File: src/rtl/muldiv_unit.sv
// Iterative multiply/divide unit writing a HI/LO register pair.
// Divider is built only when MULDIV_DIV_EN is defined.
module muldiv_unit #(
    parameter int MUL_STAGES = 2
) (
    input  logic        clk,
    input  logic        rst,
    input  logic        start_i,
    input  logic [1:0]  op_i,
    input  logic [31:0] a_i,
    input  logic [31:0] b_i,
    input  logic        cancel_i,
    output logic        busy_o,
    output logic        hilo_we_o,
    output logic [31:0] hi_o,
    output logic [31:0] lo_o
);

    localparam logic [1:0] IDLE = 2'd0;
    localparam logic [1:0] MUL  = 2'd1;
`ifdef MULDIV_DIV_EN
    localparam logic [1:0] DIV  = 2'd2;
`endif
    localparam logic [1:0] DONE = 2'd3;

    localparam logic [5:0] MUL_LAST = 6'(MUL_STAGES - 1);

    logic [1:0]  state;
    logic [5:0]  cnt;
    logic [31:0] a_q;
    logic [31:0] b_q;
    logic        sgn_q;

    logic signed [63:0] ma;
    logic signed [63:0] mb;
    logic signed [63:0] prod;

    // Product of the captured operands, sign- or zero-extended by op
    always_comb begin
        ma   = {{32{sgn_q & a_q[31]}}, a_q};
        mb   = {{32{sgn_q & b_q[31]}}, b_q};
        prod = ma * mb;
    end

`ifdef MULDIV_DIV_EN
    logic [31:0] rem;
    logic [31:0] quo;
    logic [31:0] dvs;
    logic        negq;
    logic        negr;
    logic        dz;
    logic [32:0] sh;
    logic [32:0] diff;
    logic [31:0] q_fix;
    logic [31:0] r_fix;

    // One restoring step on magnitudes plus final sign fix-up
    always_comb begin
        sh    = {rem, quo[31]};
        diff  = sh - {1'b0, dvs};
        q_fix = negq ? -quo : quo;
        r_fix = negr ? -rem : rem;
    end
`endif

    // Control FSM with operand capture and result registers
    always_ff @(posedge clk) begin
        if (rst) begin
            state <= IDLE;
            cnt   <= '0;
            hi_o  <= '0;
            lo_o  <= '0;
        end else begin
            unique case (state)
                IDLE: begin
                    if (start_i && !cancel_i) begin
                        a_q   <= a_i;
                        b_q   <= b_i;
                        sgn_q <= ~op_i[0];
                        cnt   <= '0;
                        if (!op_i[1]) begin
                            state <= MUL;
                        end
`ifdef MULDIV_DIV_EN
                        else begin
                            state <= DIV;
                            rem   <= '0;
                            quo   <= (~op_i[0] & a_i[31]) ? -a_i : a_i;
                            dvs   <= (~op_i[0] & b_i[31]) ? -b_i : b_i;
                            negq  <= ~op_i[0] & (a_i[31] ^ b_i[31]);
                            negr  <= ~op_i[0] & a_i[31];
                            dz    <= (b_i == 32'd0);
                        end
`endif
                    end
                end
                MUL: begin
                    if (cancel_i) begin
                        state <= IDLE;
                    end else if (cnt == MUL_LAST) begin
                        state <= DONE;
                        hi_o  <= prod[63:32];
                        lo_o  <= prod[31:0];
                    end else begin
                        cnt <= cnt + 6'd1;
                    end
                end
`ifdef MULDIV_DIV_EN
                DIV: begin
                    if (cancel_i) begin
                        state <= IDLE;
                    end else if (cnt == 6'd32) begin
                        state <= DONE;
                        hi_o  <= dz ? a_q : r_fix;
                        lo_o  <= dz ? 32'hFFFF_FFFF : q_fix;
                    end else begin
                        cnt <= cnt + 6'd1;
                        quo <= {quo[30:0], ~diff[32]};
                        rem <= diff[32] ? sh[31:0] : diff[31:0];
                    end
                end
`endif
                DONE: state <= IDLE;
                default: state <= IDLE;
            endcase
        end
    end

    // Status decode straight from the state register
    always_comb begin
        hilo_we_o = (state == DONE);
`ifdef MULDIV_DIV_EN
        busy_o    = (state == MUL) || (state == DIV);
`else
        busy_o    = (state == MUL);
`endif
    end

endmodule

File: config.mk
export PLATFORM = sky130hd
export DESIGN_NAME = muldiv_unit
export DESIGN_NICKNAME = d
export VERILOG_FILES = /design/src/rtl/muldiv_unit.sv
export SDC_FILE = /design/constraint.sdc
export NUM_CORES = 2
export LEC_CHECK = 0
export BUFFER_PORTS_ARGS = -buffer_cell sky130_fd_sc_hd__buf_4
export CORE_ASPECT_RATIO = 1.25
export CORE_MARGIN = 2
export CORE_UTILIZATION = 50
export DETAILED_ROUTE_END_ITERATION = 12
export PLACE_DENSITY_LB_ADDON = 0.12
export SLEW_MARGIN = 20
export SYNTH_ARGS = -nofsm -noshare
export SYNTH_HDL_FRONTEND = slang
export SYNTH_SLANG_ARGS = --single-unit
File: constraint.sdc
create_clock -name clk -period 14.9 [get_ports clk]
set_clock_uncertainty 0.05 [all_clocks]
set_input_delay 2.98 -clock clk [delete_from_list [all_inputs] [get_ports clk]]
set_output_delay 2.98 -clock clk [all_outputs]
set_load 0.02 [all_outputs]
### Yosys cells after proc, flatten, opt, wreduce, memory -nomap -nowiden

Index checks and enable logic that the tools add are counted.

| storage, ports and cells | value |
|---|---|
| bits in latches | 0 |
| bits of input ports | 70 |
| bits in writable memories | 0 |
| flip-flop bits (word level) | 137 |
| word-level logic and storage cells | 39 |
| memories | 0 |
| bits in read-only memories | 0 |
| output and inout port bits | 66 |

| cells by class | value |
|---|---|
| divide/modulo/power cells | 0 |
| add/subtract/negate cells | 1 |
| $mul | 1 |
| bitwise logic cells | 5 |
| shifts and indexed selects | 0 |
| reductions and logical operators | 8 |
| magnitude comparators | 0 |
| muxes and demuxes | 9 |
| eq/ne operators | 8 |

Operators by type and width:

| cell | number |
|---|---|
| $mul A33 B33 Y64 | 1 |
| $mux W6 | 3 |
| $pmux W6 S2 | 1 |
| $reduce_and A3 Y1 | 3 |
| $mux W2 | 4 |
| $ne A2 B2 Y1 const B | 4 |
| $add A6 B1 Y6 const B | 1 |
| $eq A6 B1 Y1 const B | 1 |
| $pmux W2 S2 | 1 |
| $reduce_and A4 Y1 | 1 |
| $ne A3 B2 Y1 const B | 1 |
| $not A1 Y1 | 3 |
| $and A1 B1 Y1 | 2 |
| $eq A2 B1 Y1 const B | 1 |
| $eq A2 B2 Y1 const B | 1 |
| $logic_not A2 Y1 | 1 |
| $reduce_bool A2 Y1 | 1 |
| $logic_and A1 B1 Y1 | 1 |
| $logic_not A1 Y1 | 1 |

### Depth between registers and ports, before layout

| logic depth | value |
|---|---|
| depth in word-level cells | 4 |
| depth in mapped cells | 30 |
| depth with buffers taken out | 27 |

### Worst setup path after synthesis

No wires, ideal clock.

| timing path | value |
|---|---|
| path kind | register to register |
| start point | register sgn_q |
| end point | register hi_o[29] |
| path buffers | 3 |
| setup time | 0.122 ns |
| data required time | 14.728 ns |
| arrival | 7.708 ns |
| stages on the path, launching flop included | 26 |
| setup slack | 7.020 ns |
| period minus slack after synthesis | 7.880 ns |
| cell sequence | edfxtp_1 and2_1 clkbuf_1 clkbuf_1 nand2_1 inv_1 fa_1 fa_1 fa_1 fa_1 inv_1 fa_1 fa_1 fa_1 fa_1 inv_1 ha_1 clkbuf_1 and3_1 nand3_1 nor3_1 inv_1 o32ai_1 a21oi_1 mux2_1 a221o_1 |

| between the ends | value |
|---|---|
| longest elaborated chain between the ends | 2 |
| elaborated cells on any way between the ends | 3 |
| those cells by class | 1 x mul; 2 x bitwise |

RTL lines:

| item | line | text |
|---|---|---|
| start, declared | 32 | `logic sgn_q;` |
| start signal, assigned | 79 | `sgn_q <= ~op_i[0];` |
| $and A1 B1 Y1 (on tied branches) | 40, 41 |  |
| $mul A33 B33 Y64 (*) | 42 | `prod = ma * mb;` |
| end signal, assigned | 102 | `hi_o <= prod[63:32];` |
| end, declared | 15 | `output logic [31:0] hi_o,` |

Every way passes the cells marked *; elsewhere a longest branch is shown, timed or not.
A chain may end at the register's enable or synchronous reset.

### Final worst setup path

| timing path | value |
|---|---|
| start point | register a_q[31] |
| end point | register hi_o[26] |

| between the ends | value |
|---|---|
| longest elaborated chain between the ends | 2 |

RTL lines:

| item | line | text |
|---|---|---|
| start, declared | 30 | `logic [31:0] a_q;` |
| start signal, assigned | 77 | `a_q <= a_i;` |
| $and A1 B1 Y1 | 40 | `ma = {{32{sgn_q & a_q[31]}}, a_q};` |
| $mul A33 B33 Y64 (*) | 42 |  |

Marks and branches as above.

==> impl_metrics.env <==
export IMPL_outcome="completed"
export IMPL_start_util=0.506
export IMPL_die_w_um=265
export IMPL_remaining_drc_errors=0
export IMPL_grt_pass1_wl_um=186000
export IMPL_area_delta_synth_final_pct=6.02
export IMPL_first_pass_iters=5
export IMPL_rsz0062_at_grt="false"
export IMPL_post_drt_wl_per_cell_um=20.5
export IMPL_synth_edf_count=65
export IMPL_synth_simple_gate_area_frac=0.151
export IMPL_grt_remaining_overflow=0
export IMPL_worst_pin_slew_ps=893
export IMPL_maxCapViolCount=0
export IMPL_rows=119
export IMPL_vias_per_cell=5.36
export IMPL_crit_arrival_ps=9300
export IMPL_synth_fa_ha_area_frac=0.590
export IMPL_synth_nets=5995
export IMPL_synthMuxAreaShare=0.000967
export IMPL_design_area_sq_um=45300
export IMPL_slowest_delay_ps=610
export IMPL_ios=136
export IMPL_final_cells=5667
export IMPL_cp_buffers_inverters=8
export IMPL_dp_cells=5635
export IMPL_die_y_um=331
export IMPL_start_kind="flop"
export IMPL_async_reset_ff_frac=0
export IMPL_place_congestion=0.891
export IMPL_period_needed_ps=8910
export IMPL_slew_headroom=0.405
export IMPL_cp_top_family="adder cells"
export IMPL_drtAntennaViolNets=0
export IMPL_root_buffer="clkbuf_16"
export IMPL_setup_viol=0
export IMPL_fin_setup_tns_ps=0
export IMPL_cts_tree="yes"
export IMPL_place_port_buffers=135
export IMPL_post_cts_setup_buffers=0
export IMPL_drive_gt1_frac=0.0605
export IMPL_dp_hpwl_um=93100
export IMPL_synth_area_per_cell_sq_um=9.31
export IMPL_ctsResizeCount=0
export IMPL_cts_buffer_depth=2
export IMPL_cts_hold_buffers_added=0
export IMPL_hold_viol_final=0
export IMPL_path_class="reg -> reg"
export IMPL_synth_compound_area_frac=0.0405
export IMPL_synth_top_family_by_area="adder cells"
export IMPL_insertion_delay_ps=520
export IMPL_numCtsBuffers=17
export IMPL_period_share=0.598
export IMPL_fmax_mhz=112
export IMPL_synth_xor_area_share=0.0154
export IMPL_drt_iter0_drc=1657
export IMPL_htree_levels=4
export IMPL_yosys_cell_types_count=72
export IMPL_syn_inst=4586
export IMPL_num_antenna_cells=0
export IMPL_drv_slew=0
export IMPL_hold_path_class="reg -> reg"
export IMPL_ys_warn_count=0
export IMPL_required_ps=15300
export IMPL_finalWirelength_um=116000
export IMPL_grt_start_max_net_pins=56
export IMPL_cpMaxStageDelayCell="and2_1"
export IMPL_cts_sinks=137
export IMPL_ys_seq_area_frac=0.0795
export IMPL_die_area_sq_um=87700
export IMPL_final_util=0.536
export IMPL_globalRouteTotalUtil=0.282
export IMPL_first_global_vias=33600
export IMPL_syn_area_sq_um=42700
export IMPL_synth_main_ff_cell="dfxtp_1"
export IMPL_dpl_cell_area_sq_um=44700
export IMPL_clkTransAtPathRegs_ps=70
export IMPL_nets=5974
export IMPL_path_max_fanout=48
export IMPL_coreArea_sq_um=84400
export IMPL_num_vias=30400
export IMPL_worstSetupEndpointType="flop"
export IMPL_grt_antenna_before_repair=1
export IMPL_synth_seq_cells=137
per-stage QoR:
step                      hold slack, ps  setup WS [ps]
after floorplan                      401           7020
after global placement               392           6210
after detailed placement             397           6070
after CTS                            406           6040
after global routing                 427           5610
final                                403           5990
flip-flops by register name, summed over array words and instances (netlist names):
| signal | cells |
|---|---|
| a_q | 32 |
| b_q | 32 |
| hi_o | 32 |
| lo_o | 32 |
| cnt | 6 |
| state | 2 |
| sgn_q | 1 |
layout make-up:
| class | instances | area [sq um] |
|---|---|---|
| Clock buffer | 21 | 503 |
| Clock inverter | 11 | 96.3 |
| Fill cell | 7901 | 39200 |
| Inverter | 1138 | 4270 |
| Multi-Input combinational cell | 3067 | 34100 |
| Sequential cell | 137 | 3390 |
| Tap cell | 1089 | 1360 |
| Timing Repair Buffer | 204 | 1530 |
cells by family (layout without fill, tap and decap cells):
kind of cell	count (synthesis)	in the layout
AND/OR/NAND/NOR	1385	1385
buffers and inverters	1382	1374
adder cells (fa/ha/maj)	1339	1339
AO/OA/AOI/OAI	264	264
flip-flops	137	137
XOR/XNOR	75	75
multiplexers	4	4
cell usage in the layout (no fill, tap or decap), drive strengths merged, types with 7 or more instances in the layout:
cell and count:
buf 204, edfxtp 65, xor2 31, ha 214, a21o 19, nand2 804, clkbuf 21, o21bai 14
or2 13, nor2 77, nand2b 7, nand3 22, and3 23, and2 374, o21a 7, fa 1125
a21oi 112, a211oi 18, xnor2 44, nor3 12, dfxtp 72, nor4 8, inv 1144, a31oi 8
nand4 22, o21ai 54
worst reg2reg max path, delay by kind of cell (launching register included):
kind	cells	cell delay, ps
AOI/OAI and AO/OA	6	1370
and+or+nand+nor	5	1450
adders and majority gates	9	4170
DFF	1	330
buffers and inverters	8	1490
Yosys cell counts (7+ instances only):
| cell | number | share of area |
|---|---|---|
| nand4_1 | 22 | 0.0032 |
| nand3_1 | 22 | 0.0026 |
| xnor2_1 | 44 | 0.0090 |
| fa_1 | 1125 | 0.53 |
| nor2_1 | 77 | 0.0068 |
| and2_1 | 374 | 0.055 |
| o21a_1 | 7 | 0.0012 |
| edfxtp_1 | 65 | 0.046 |
| a211oi_1 | 15 | 0.0026 |
| nand2_1 | 803 | 0.071 |
| a21o_1 | 19 | 0.0033 |
| nor4_1 | 8 | 0.0012 |
| nand2b_1 | 7 | 0.0010 |
| and3_1 | 21 | 0.0031 |
| ha_1 | 214 | 0.063 |
| dfxtp_1 | 72 | 0.034 |
| o21ai_0 | 44 | 0.0052 |
| nor3_1 | 11 | 0.0013 |
| a21oi_1 | 105 | 0.012 |
| a31oi_1 | 8 | 0.0012 |
| clkbuf_1 | 233 | 0.020 |
| o21bai_1 | 14 | 0.0025 |
| or2_2 | 13 | 0.0019 |
| o21ai_1 | 9 | 0.0011 |
| inv_1 | 1136 | 0.10 |
| buf_2 | 9 | 0.0011 |
| xor2_1 | 31 | 0.0064 |
routing by layer:
metal	vias up	GRT usage	wire length [um]
li1	13200	-	-
met1	16100	0.303	39400
met2	777	0.541	65400
met3	316	0.0227	3560
met4	0	0.167	7710
met5	-	0	0
path summary, 6_finish.rpt:
| kind | start | cells after the start | end | slack (ps) |
|---|---|---|---|---|
| max | a_q[31] | 28 | hi_o[26] | 5990 |
| min | hi_o[3] | 2 | hi_o[3] | 400 |
| max reg2reg | a_q[31] | 28 | hi_o[26] | 5990 |
| min reg2reg | hi_o[3] | 2 | hi_o[3] | 400 |
Power is left out: the tool's default activity adds up to more than one toggle a clock period on the data nets, which glitch-free logic cannot reach.
